--- src/rtl/starsoc_params.sv ---
// rtl/starsoc_params.sv - shared video timing constants and sink state type
package starsoc_params;
  localparam int h_visible = 640;
  localparam int v_visible = 480;

  typedef enum logic {
    WAIT_SOF = 1'b0,
    ACTIVE   = 1'b1
  } sink_state_t;
endpackage

--- src/rtl/axis_video_sink.sv ---
// rtl/axis_video_sink.sv - AXI-Stream video sink: raster tracking, RGB888->RGB444, framing error pulses
// Optional AXIS_SINK_ERR_STATS_EN adds saturating 8-bit error event counters.
module axis_video_sink
  import starsoc_params::*;
#(
  parameter int H_ACTIVE = h_visible,
  parameter int V_ACTIVE = v_visible
) (
  input  logic        pixel_clk,
  input  logic        reset,
  input  logic [23:0] s_tdata,
  input  logic        s_tvalid,
  input  logic        s_tuser,
  input  logic        s_tlast,
  output logic        s_tready,
  input  logic        sink_en,
  output logic [9:0]  pixel_x,
  output logic [9:0]  pixel_y,
  output logic [11:0] rgb_out,
  output logic        pixel_valid,
  output logic        frame_done,
  output logic [15:0] frame_count,
  output logic        err_sof,
  output logic        err_eol_early,
  output logic        err_eol_late
`ifdef AXIS_SINK_ERR_STATS_EN
  ,
  output logic [7:0]  sof_err_cnt,
  output logic [7:0]  eol_early_cnt,
  output logic [7:0]  eol_late_cnt
`endif
);

  localparam logic [9:0] X_LAST = 10'(H_ACTIVE - 1);
  localparam logic [9:0] Y_LAST = 10'(V_ACTIVE - 1);

  sink_state_t state_q, state_d;
  logic [9:0]  x_q, x_d, y_q, y_d;
  logic [9:0]  cur_x, cur_y;
  logic        hs, take, at_eol;
  logic        done_d, sof_d, early_d, late_d;
  logic        unused_tdata;

  assign s_tready = sink_en;
  assign hs       = s_tvalid & sink_en;
  // A tuser beat restarts the raster at (0,0) before line-end rules are applied
  assign cur_x    = s_tuser ? 10'd0 : x_q;
  assign cur_y    = s_tuser ? 10'd0 : y_q;
  assign take     = hs & (s_tuser | (state_q == ACTIVE));
  assign at_eol   = (cur_x == X_LAST);

  assign unused_tdata = ^{s_tdata[19:16], s_tdata[11:8], s_tdata[3:0]};

  always_comb begin
    state_d = state_q;
    x_d     = x_q;
    y_d     = y_q;
    done_d  = 1'b0;
    sof_d   = 1'b0;
    early_d = 1'b0;
    late_d  = 1'b0;
    if (take) begin
      sof_d = s_tuser && (state_q == ACTIVE) && ((x_q != 10'd0) || (y_q != 10'd0));
      if (at_eol && s_tlast) begin
        x_d = 10'd0;
        if (cur_y == Y_LAST) begin
          done_d  = 1'b1;
          state_d = WAIT_SOF;
          y_d     = 10'd0;
        end else begin
          state_d = ACTIVE;
          y_d     = cur_y + 10'd1;
        end
      end else if (at_eol || s_tlast) begin
        early_d = s_tlast;
        late_d  = ~s_tlast;
        state_d = WAIT_SOF;
        x_d     = 10'd0;
        y_d     = 10'd0;
      end else begin
        state_d = ACTIVE;
        x_d     = cur_x + 10'd1;
        y_d     = cur_y;
      end
    end
  end

  always_ff @(posedge pixel_clk or posedge reset) begin
    if (reset) begin
      state_q       <= WAIT_SOF;
      x_q           <= 10'd0;
      y_q           <= 10'd0;
      pixel_x       <= 10'd0;
      pixel_y       <= 10'd0;
      rgb_out       <= 12'd0;
      pixel_valid   <= 1'b0;
      frame_done    <= 1'b0;
      frame_count   <= 16'd0;
      err_sof       <= 1'b0;
      err_eol_early <= 1'b0;
      err_eol_late  <= 1'b0;
    end else begin
      state_q       <= state_d;
      x_q           <= x_d;
      y_q           <= y_d;
      pixel_valid   <= take;
      frame_done    <= done_d;
      err_sof       <= sof_d;
      err_eol_early <= early_d;
      err_eol_late  <= late_d;
      if (take) begin
        pixel_x <= cur_x;
        pixel_y <= cur_y;
        rgb_out <= {s_tdata[23:20], s_tdata[15:12], s_tdata[7:4]};
      end
      if (done_d) frame_count <= frame_count + 16'd1;
    end
  end

`ifdef AXIS_SINK_ERR_STATS_EN
  always_ff @(posedge pixel_clk or posedge reset) begin
    if (reset) begin
      sof_err_cnt   <= 8'd0;
      eol_early_cnt <= 8'd0;
      eol_late_cnt  <= 8'd0;
    end else begin
      if (sof_d && (sof_err_cnt != 8'hFF))     sof_err_cnt   <= sof_err_cnt + 8'd1;
      if (early_d && (eol_early_cnt != 8'hFF)) eol_early_cnt <= eol_early_cnt + 8'd1;
      if (late_d && (eol_late_cnt != 8'hFF))   eol_late_cnt  <= eol_late_cnt + 8'd1;
    end
  end
`endif

endmodule

--- config.mk ---
export PLATFORM = sky130hd
export DESIGN_NAME = axis_video_sink
export DESIGN_NICKNAME = d
export VERILOG_FILES = /design/src/rtl/starsoc_params.sv /design/src/rtl/axis_video_sink.sv
export SDC_FILE = /design/constraint.sdc
export NUM_CORES = 1
export LEC_CHECK = 0
export CAP_MARGIN = 20
export CORE_ASPECT_RATIO = 0.5
export CORE_UTILIZATION = 43
export DETAILED_ROUTE_END_ITERATION = 6
export PLACE_DENSITY = 0.69
export SLEW_MARGIN = 20
export SYNTH_ARGS = -nofsm -noshare
export SYNTH_HDL_FRONTEND = slang
export SYNTH_SLANG_ARGS = --single-unit
--- constraint.sdc ---
create_clock -name pixel_clk -period 5.17 [get_ports pixel_clk]
set_input_delay 1.034 -clock pixel_clk [delete_from_list [all_inputs] [get_ports pixel_clk]]
set_output_delay 1.034 -clock pixel_clk [all_outputs]
set_load 0.005 [all_outputs]
Yosys cells after proc, flatten, opt, wreduce, memory -nomap -nowiden
Index checks and enable logic that the tools add are counted.

word-level totals
  register bits after elaboration = 74
  output and inout port bits = 54
  RAM bits = 0
  word-level logic and storage cells = 48
  memory bits (read-only) = 0
  memories = 0
  latch bits = 0
  bits of input ports = 30

cells by class
  order comparisons = 0
  equality and inequality tests = 2
  reductions and logical operators = 7
  multiplexer cells = 20
  shift operators = 0
  divide/modulo/power cells = 0
  bitwise operators = 4
  multipliers = 0
  add/sub/neg operators = 3

operators by type and width
  kind                                                                     count
  10-bit two-way mux                                                       7
  10-bit by 1-bit adder with 10-bit output (second input constant)         2
  10-bit nonzero test                                                      2
  16-bit by 1-bit adder with 16-bit output (second input constant)         1
  1-bit two-way mux                                                        13
  10-bit equality test (second input constant)                             1
  10-bit by 9-bit equality test with 1-bit output (second input constant)  1
  1-bit logical AND                                                        3
  1-bit bitwise AND                                                        2
  1-bit logical OR                                                         2
  1-bit inverter                                                           1
  1-bit bitwise OR                                                         1

Depth between registers and ports, before layout
Gate-level depths: netlist (run 1).

  depth in word-level cells = 6
  mapped depth = 10
  depth with buffers taken out = 6

Worst setup path after synthesis (run 1)
No wires, ideal clock.

  path kind = input to register
  start = input s_tuser
  end = register frame_count[9]
  setup time = 126 ps
  path slack = 1853 ps
  arrival time = 3191 ps
  cell stages on the path = 9
  cell sequence = clkbuf_1 clkbuf_1 nor2b_1 ha_1 nand3_1 or4_1 buf_2 or4_4 xnor2_1

between the ends
  cells in the longest elaborated chain, start to end = 5
  elaborated cells between the ends (all ways) = 10
  those cells by class = 2 x eq/ne; 5 x mux; 2 x bitwise; 1 x reduce/logical

ends and longest elaborated chain
  what                    line                    text
  start: declaration      axis_video_sink.sv:13   input logic s_tuser,
  10-bit two-way mux      axis_video_sink.sv:47   assign cur_x = s_tuser ? 10'd0 : x_q;
  via cur_x[1]            axis_video_sink.sv:39   logic [9:0] cur_x, cur_y;
  10-bit equality test    axis_video_sink.sv:50   assign at_eol = (cur_x == X_LAST);
  1-bit logical AND       axis_video_sink.sv:64   if (at_eol && s_tlast) begin
  1-bit two-way mux       axis_video_sink.sv:64
  1-bit two-way mux       axis_video_sink.sv:62   if (take) begin
  end signal: assignment  axis_video_sink.sv:116  if (done_d) frame_count <= frame_count + 16'd1;
  end: declaration        axis_video_sink.sv:22   output logic [15:0] frame_count,

The timed path passes the listed nets, and every way through them passes these cells.
A chain may end at the register's enable or synchronous reset.

Worst setup path in the final report (run 1)
Ends and elaborated chain as after synthesis.

==> reports/summary.json, run 1 <==
{
  "outcome": "complete, no violations",
  "avgRoutedWirePerCell_um": 15.16,
  "fp.dieW_um": 131.3,
  "critPathKind": "in2reg",
  "fmaxAchievable_ghz": 0.2670,
  "synth_edf_count": 0,
  "io_buffers": 71,
  "crit_path_cell_trace": "clkdlybuf4s50_1 > nor2b_1 > ha_1 > nand3_1 > or4_1 > or4_4 > xnor2_1",
  "drtPass1Iterations": 4,
  "finalCoreUtilization": 0.5839,
  "design.die.area_mm2": 0.008746,
  "period_minus_slack_ns": 3.745,
  "synth_top_cells_by_area": "sky130_fd_sc_hd__dfrtp_1 52%, sky130_fd_sc_hd__nand2_1 9.1%, sky130_fd_sc_hd__xor2_1 3.2%",
  "leak_pwr_nw": 2.114,
  "timing.critical_path.max_delay_family": "simple AND/OR/NAND/NOR gates",
  "synth_top_area_share": 0.5155,
  "synthesis.yosys.warnings": 0,
  "final_setup_skew_ns": 0.003966,
  "detail_route.wirelength_um": 8488,
  "met3_usage": 0.06088,
  "finish.net_count": 476,
  "grtUsageMet2": 0.3285,
  "yosysTopAreaCell": "sky130_fd_sc_hd__dfrtp_1",
  "cellPowerDensity_mw_per_mm2": 307.9,
  "worst-path-max-fanout": 15,
  "antenna_found_initial": 0,
  "hold_path.class": "reg2reg",
  "grt_setup_unrepaired": "false",
  "critical_path_required_time_ns": 5.38,
  "cts_inserted_buffers": 9,
  "std_cell_rows": 23,
  "drc_errors": 0,
  "htree_num_levels": 3,
  "final_antenna_net_count": 0,
  "maxSlewViolCount": 0,
  "synth.distinct_cells": 50,
  "n_antenna_cell": 0,
  "critPathArrivalTime_ns": 3.95,
  "drive_above_1_share": 0.07813,
  "floorplan.initialDensity": 0.4458,
  "timing.setup.tns_ns": 0,
  "synthToLayoutAreaGrowth_pct": 30.96,
  "syn_nets": 412,
  "clk_pin_slew_worst_paths_ns": 0.06,
  "hold_viol_final": 0,
  "root_buffer": "sky130_fd_sc_hd__clkbuf_16",
  "cts_setup_buffers": 0,
  "postSynthCellCount": 379,
  "layout_worst_path_cycle_share": 0.7243,
  "tritoncts": "built",
  "synth-seq-area-share": 0.5155,
  "die_h_um": 66.63,
  "cts.sink_count": 74,
  "cts.hold.buffers_added": 0,
  "gp_congestion": 0.8283,
  "io_pins": 84,
  "ys_async_sr_fraction": 1.000,
  "globalRouteMet1Util": 0.2796,
  "grt_first_pass_wirelength_um": 14020,
  "worst_slack_ns": 1.425,
  "global_route.peak_usage_layer": "met2",
  "grt_max_degree": 65,
  "placeableCoreArea_mm2": 0.008058,
  "synth_top_flop_cell": "sky130_fd_sc_hd__dfrtp_1",
  "worst_hold_slack_ns": 0.4700,
  "setup_violating_endpoint_count_in_the_final_report": 0,
  "post_dp_cell_area_mm2": 0.004384,
  "relSlewSlack": 0.3591,
  "synth_seq_cells": 74,
  "post_synth_instance_area_mm2": 0.003592,
  "via_count_of_the_first_global_routing_pass": 2747,
  "clk-insertion-delay-late_ns": 0.33,
  "post_cts_resized": 0,
  "worstMarginPinSlew_ns": 0.9569,
  "detailedPlacementHpwl_um": 5755,
  "crit_slowest_cell": "sky130_fd_sc_hd__or4_1",
  "grt.total_usage": 0.2079,
  "vias_per_cell": 5.325,
  "gr-total-overflow": 0,
  "dp_slack_ns": 1.124,
  "max-vdd-ir-drop_mv": 0.1855,
  "startpoint_kind_of_the_worst_setup_timing_path": "input port",
  "design_area_mm2": 0.004705,
  "worst_path_largest_cell_delay_ns": 0.84,
  "max_cap_viol_count": 0,
  "num_vias": 2982,
  "detailed_route_iter0_violations": 233,
  "timing.critical_path.buf_inv": 1,
  "synth_area_per_cell_um2": 9.478,
  "end_kind": "flip-flop",
  "cts.path.max_buffers": 2
}
[logic make-up after synthesis]
logic type / share of synthesized area
adders and majority gates: 0.01045
buffers and inverters: 0.03727
and+or+nand+nor: 0.2888
xor gates and xnor gates: 0.04633
DFF: 0.5155
AOI/OAI and AO/OA: 0.09544
muxes: 0.006269
[metrics by stage]
stage               total power, mW  std cells
floorplan                    0.7121        379
global placement             0.7906        544
detailed placement           0.7937        544
CTS                           1.462        560
global route                  1.509        560
finish                        1.448        560
[where the power goes]
part           internal [mW]  switching, mW
Combinational         0.0799         0.0675
Sequential             0.611         0.0243
Clock                  0.434          0.232
[per-layer routing]
| metal | wire, um | up-vias |
|---|---|---|
| met5 | 0 | - |
| met4 | 46 | 0 |
| met3 | 358 | 4 |
| met2 | 3948 | 57 |
| met1 | 4135 | 1452 |
| li1 | - | 1469 |
[layout by cell type (no fill, tap or decap), types with 6 or more instances in the layout]
master / n
sky130_fd_sc_hd__nand2_1: 87
sky130_fd_sc_hd__xnor2_1: 6
sky130_fd_sc_hd__o21ai_0: 22
sky130_fd_sc_hd__nor2b_1: 6
sky130_fd_sc_hd__nand3_1: 21
sky130_fd_sc_hd__nand2b_1: 10
sky130_fd_sc_hd__nor3_1: 10
sky130_fd_sc_hd__xor2_1: 13
sky130_fd_sc_hd__nor2_1: 12
sky130_fd_sc_hd__a22o_1: 6
sky130_fd_sc_hd__nor4_1: 13
sky130_fd_sc_hd__nand4_1: 13
sky130_fd_sc_hd__dfrtp_1: 74
sky130_fd_sc_hd__buf_4: 7
sky130_fd_sc_hd__clkdlybuf4s50_1: 71
sky130_fd_sc_hd__clkbuf_16: 9
[cell type report]
cell class / count / area, um2
clock buffers: 11 / 242.7
repair buffers: 78 / 763.2
clock inverters: 5 / 77.57
inverters: 6 / 22.52
well taps: 112 / 140.1
multi-input cells: 274 / 1607
fillers: 724 / 3353
flip-flops and latches: 74 / 1852
[cell usage after synthesis (2+ instances only)]
library cell                n
sky130_fd_sc_hd__a21oi_1    2
sky130_fd_sc_hd__a22o_1     6
sky130_fd_sc_hd__a31o_2     2
sky130_fd_sc_hd__a31oi_1    5
sky130_fd_sc_hd__and3_1     2
sky130_fd_sc_hd__and4_1     3
sky130_fd_sc_hd__and4b_1    2
sky130_fd_sc_hd__buf_1      4
sky130_fd_sc_hd__buf_2      2
sky130_fd_sc_hd__buf_4      2
sky130_fd_sc_hd__clkbuf_1  16
sky130_fd_sc_hd__dfrtp_1   74
sky130_fd_sc_hd__ha_1       3
sky130_fd_sc_hd__inv_1      6
sky130_fd_sc_hd__mux2_2     2
sky130_fd_sc_hd__nand2_1   87
sky130_fd_sc_hd__nand2b_1  10
sky130_fd_sc_hd__nand3_1   21
sky130_fd_sc_hd__nand3b_1   2
sky130_fd_sc_hd__nand4_1   13
sky130_fd_sc_hd__nand4b_1   2
sky130_fd_sc_hd__nor2_1    12
sky130_fd_sc_hd__nor2b_1    6
sky130_fd_sc_hd__nor3_1    10
sky130_fd_sc_hd__nor3b_1    4
sky130_fd_sc_hd__nor4_1    13
sky130_fd_sc_hd__o211ai_1   2
sky130_fd_sc_hd__o21ai_0   22
sky130_fd_sc_hd__o31ai_1    3
sky130_fd_sc_hd__o41ai_1    2
sky130_fd_sc_hd__or4_1      3
sky130_fd_sc_hd__xnor2_1    6
sky130_fd_sc_hd__xor2_1    13
[state kept, by name (all words and copies together), names as in the netlist]
signal,count
frame_count,16
rgb_out,12
x_q,10
pixel_x,10
err_eol_early,1
err_sof,1
pixel_valid,1
state_q,1
pixel_y,10
y_q,10
frame_done,1
err_eol_late,1
[path summary, 6_finish.rpt]
check,from,end,slack (ns),cells after the start
worst max-delay path,s_tuser,frame_count[9]$_DFFE_PP0P_,1.43,7
worst min-delay path,rgb_out[5]$_DFFE_PP0P_,rgb_out[5]$_DFFE_PP0P_,0.47,2
worst max register to register,x_q[0]$_DFFE_PP0P_,frame_count[9]$_DFFE_PP0P_,2.29,6
worst min register to register,rgb_out[5]$_DFFE_PP0P_,rgb_out[5]$_DFFE_PP0P_,0.47,2
max in group asynchronous,reset,pixel_x[8]$_DFFE_PP0P_,3.02,3
min in group asynchronous,reset,rgb_out[3]$_DFFE_PP0P_,1.15,2
[worst reg2reg max path, cell delays in order, from the launching register on]
cell and delay [ns]:
sky130_fd_sc_hd__dfrtp_1 0.41, sky130_fd_sc_hd__nor2b_1 0.27, sky130_fd_sc_hd__ha_1 0.29, sky130_fd_sc_hd__nand3_1 0.19, sky130_fd_sc_hd__or4_1 0.84, sky130_fd_sc_hd__or4_4 0.62
sky130_fd_sc_hd__xnor2_1 0.14
Note: power is estimated with default switching activity, not from simulation.
==> run 2, diff against run 1 <==
clock period = 3.84 ns   (was 5.17 ns; I/O delays follow)
==> run 2 against run 1 <==
Critical path depth increased by 1. Clock skew increased by 0.0033 ns. Clock power increased by 10%. Global-route usage increased by 0.34 points.
==> reports/summary.json, run 2 (synthesis gave the netlist of run 1 again) <==
{
  "outcome": "complete, no violations",
  "clk_pin_slew_worst_paths": {"value": 0.05, "unit": "ns", "change": "about the same"},
  "gr-total-overflow": {"value": 0, "change": "unchanged"},
  "layout_worst_path_cycle_share": 0.8177,
  "design_area": {"value": 0.004688, "unit": "mm2", "change": "-0.35%"},
  "n_antenna_cell": {"value": 0, "change": "unchanged"},
  "hold_viol_final": {"value": 0, "change": "unchanged"},
  "worstMarginPinSlew": {"value": 0.7788, "unit": "ns", "change": "-0.1782 ns"},
  "critPathArrivalTime": {"value": 3.41, "unit": "ns", "change": "-0.54 ns"},
  "mostFrequentLayoutCell": "sky130_fd_sc_hd__nand2_1",
  "timing.critical_path.max_delay_family": "simple AND/OR/NAND/NOR gates",
  "detailed_route_iter0_violations": {"value": 196, "change": "-16%"},
  "htree_num_levels": {"value": 3, "change": "unchanged"},
  "io_pins": {"value": 84, "change": "unchanged"},
  "design.die.area": {"value": 0.008746, "unit": "mm2", "change": "unchanged"},
  "layout.cells.most_common_list": "87 x sky130_fd_sc_hd__nand2_1, 74 x sky130_fd_sc_hd__dfrtp_1, 71 x sky130_fd_sc_hd__clkdlybuf4s50_1",
  "detail_route.wirelength": {"value": 8396, "unit": "um", "change": "-1.1%"},
  "cts_inserted_buffers": {"value": 9, "change": "unchanged"},
  "cts.sink_count": {"value": 74, "change": "unchanged"},
  "crit_slowest_cell": "sky130_fd_sc_hd__or4_1",
  "crit_path_cell_trace": "clkdlybuf4s50_1 > nor2b_1 > ha_1 > nand3_1 > or4_1 > buf_4 > nor2_1 > mux2_2",
  "leak_pwr": {"value": 2.109, "unit": "nW", "change": "-0.23%"},
  "fmaxAchievable_ghz": 0.3185,
  "biggestRegsByFlops": "frame_count: 16 flops, rgb_out: 12 flops",
  "drc_errors": {"value": 0, "change": "unchanged"},
  "power": {"value": 1.796, "unit": "mW", "change": "+24%"},
  "vias_per_cell": {"value": 5.309, "change": "-0.30%"},
  "critPathKind": "in2reg",
  "clk-insertion-delay-late": {"value": 0.33, "unit": "ns", "change": "about the same"},
  "std_cell_rows": {"value": 23, "change": "unchanged"},
  "startpoint_kind_of_the_worst_setup_timing_path": "input port",
  "end_kind": "flip-flop",
  "worst_path_largest_cell_delay": {"value": 0.63, "unit": "ns", "change": "-0.21 ns"},
  "placeableCoreArea": {"value": 0.008058, "unit": "mm2", "change": "unchanged"},
  "synthToLayoutAreaGrowth_pct": 30.51,
  "timing.setup.tns": {"value": 0, "unit": "ns", "change": "unchanged"},
  "finalCoreUtilization": {"value": 0.5818, "change": "-0.002019"},
  "root_buffer": "sky130_fd_sc_hd__clkbuf_16",
  "tritoncts": "built",
  "worst-path-max-fanout": {"value": 12, "change": "-3"},
  "num-fill-cells": {"value": 728, "change": "+0.55%"},
  "dp_slack": {"value": 0.3781, "unit": "ns", "change": "-0.7461 ns"},
  "grt_first_pass_wirelength": {"value": 14090, "unit": "um", "change": "+0.49%"},
  "detailedPlacementHpwl": {"value": 5866, "unit": "um", "change": "+1.9%"},
  "cts_setup_buffers": {"value": 0, "change": "unchanged"},
  "via_count_of_the_first_global_routing_pass": {"value": 2656, "change": "-3.3%"},
  "final_setup_skew": {"value": 0.007234, "unit": "ns", "change": "+0.003268 ns"},
  "gp_congestion": {"value": 0.8310, "change": "+0.33%"},
  "floorplan.initialDensity": {"value": 0.4458, "change": "unchanged"},
  "critical_path_required_time": {"value": 4.11, "unit": "ns", "change": "-1.27 ns"},
  "final_antenna_net_count": {"value": 0, "change": "unchanged"},
  "fp.dieW": {"value": 131.3, "unit": "um", "change": "unchanged"},
  "grt_max_degree": {"value": 45, "change": "-31%"},
  "period_minus_slack_ns": 3.140,
  "cts.path.max_buffers": {"value": 2, "change": "unchanged"},
  "cts.hold.buffers_added": {"value": 0, "change": "unchanged"},
  "finish.net_count": {"value": 481, "change": "+1.1%"},
  "post_dp_cell_area": {"value": 0.004434, "unit": "mm2", "change": "+1.1%"},
  "largest_register": "frame_count",
  "setup_violating_endpoint_count_in_the_final_report": {"value": 0, "change": "unchanged"},
  "drive_above_1_share": {"value": 0.07761, "change": "-0.0005197"},
  "post_cts_resized": {"value": 0, "change": "unchanged"},
  "worst_reg2reg_setup_slack": {"value": 1.16, "unit": "ns", "change": "-1.13 ns"},
  "max_cap_viol_count": {"value": 0, "change": "unchanged"},
  "hold_path.class": "reg2reg",
  "grt_setup_unrepaired": "false",
  "max-vdd-ir-drop": {"value": 0.2622, "unit": "mV", "change": "+41%"},
  "timing.critical_path.buf_inv": {"value": 2, "change": "+1"},
  "maxSlewViolCount": {"value": 0, "change": "unchanged"},
  "die_h": {"value": 66.63, "unit": "um", "change": "unchanged"},
  "num_vias": {"value": 2989, "change": "+0.23%"},
  "max_reg_flops": {"value": 16, "change": "unchanged"},
  "worst_slack": {"value": 0.7001, "unit": "ns", "change": "-0.7252 ns"},
  "io_buffers": {"value": 71, "change": "unchanged"},
  "cellPowerDensity": {"value": 383.0, "unit": "mW/mm2", "change": "+24%"},
  "avgRoutedWirePerCell": {"value": 14.91, "unit": "um", "change": "-1.6%"},
  "antenna_found_initial": {"value": 0, "change": "unchanged"},
  "drtPass1Iterations": {"value": 4, "change": "unchanged"},
  "grt.total_usage": {"value": 0.2113, "change": "+0.003438"},
  "relSlewSlack": {"value": 0.4801, "change": "+0.1210"}
}
==> run 2: cell types whose count changed in the layout (fill, tap and decap cells not counted), sizes merged <==
| cell | before | now |
|---|---|---|
| buf | 7 | 12 |
| clkbuf | 11 | 14 |
| bufinv | 2 | 0 |
| clkinv | 2 | 0 |
| clkinvlp | 1 | 0 |
==> run 2: layout make-up <==
type,count,area [um2],share of cell area
clock buffer,14,254.0,0.05418
inverter,6,22.52,0.004804
multi-input combinational,274,1607,0.3427
sequential,74,1852,0.3950
tap,112,140.1,0.02989
timing repair buffer,83,813.3,0.1735
==> run 2: worst paths after layout <==
path                       depth (start not counted)                   start                    endpoint
setup / recovery                                   8                 s_tuser          y_q[0]$_DFFE_PP0P_
hold / removal                                     2  rgb_out[5]$_DFFE_PP0P_      rgb_out[5]$_DFFE_PP0P_
max in group asynchronous                          3                   reset      err_eol_late$_DFF_PP0_
hold reg to reg                                    2  rgb_out[5]$_DFFE_PP0P_      rgb_out[5]$_DFFE_PP0P_
min in group asynchronous                          2                   reset  frame_count[0]$_DFFE_PP0P_
setup reg to reg                                   7      x_q[0]$_DFFE_PP0P_          y_q[0]$_DFFE_PP0P_
==> run 2: tightest hold or removal path: cells and delay by family (launching register included) <==
kind | cells | cell delay [ns]
flip-flops | 1 | 0.34
AND/OR/NAND/NOR | 2 | 0.10
==> run 2: report_power, final <==
| part | internal (mW) | switching, mW | total [mW] |
|---|---|---|---|
| Clock | 0.448 | 0.284 | 0.733 |
| Sequential | 0.823 | 0.0339 | 0.857 |
| Combinational | 0.112 | 0.0942 | 0.206 |
| Total | 1.38 | 0.412 | 1.80 |
==> run 2: layer usage <==
metal  track usage  routed length [um]  vias up  part of all wire
met5             0                   0        -                 0
met4       0.07267                  42        0            0.0050
met3       0.06469                 405        5             0.048
met2        0.3072                3819       64              0.45
met1        0.2971                4129     1438              0.49
li1              -                   -     1482                 -
==> run 2: per-stage QoR <==
stage,std cells,hold slack [ns]
2_1_floorplan,379,0.4647
4_1_cts,563,0.4756
5_1_grt,563,0.5046
3_5_place_dp,549,0.4623
3_3_place_gp,549,0.4569
6_report,563,0.4687
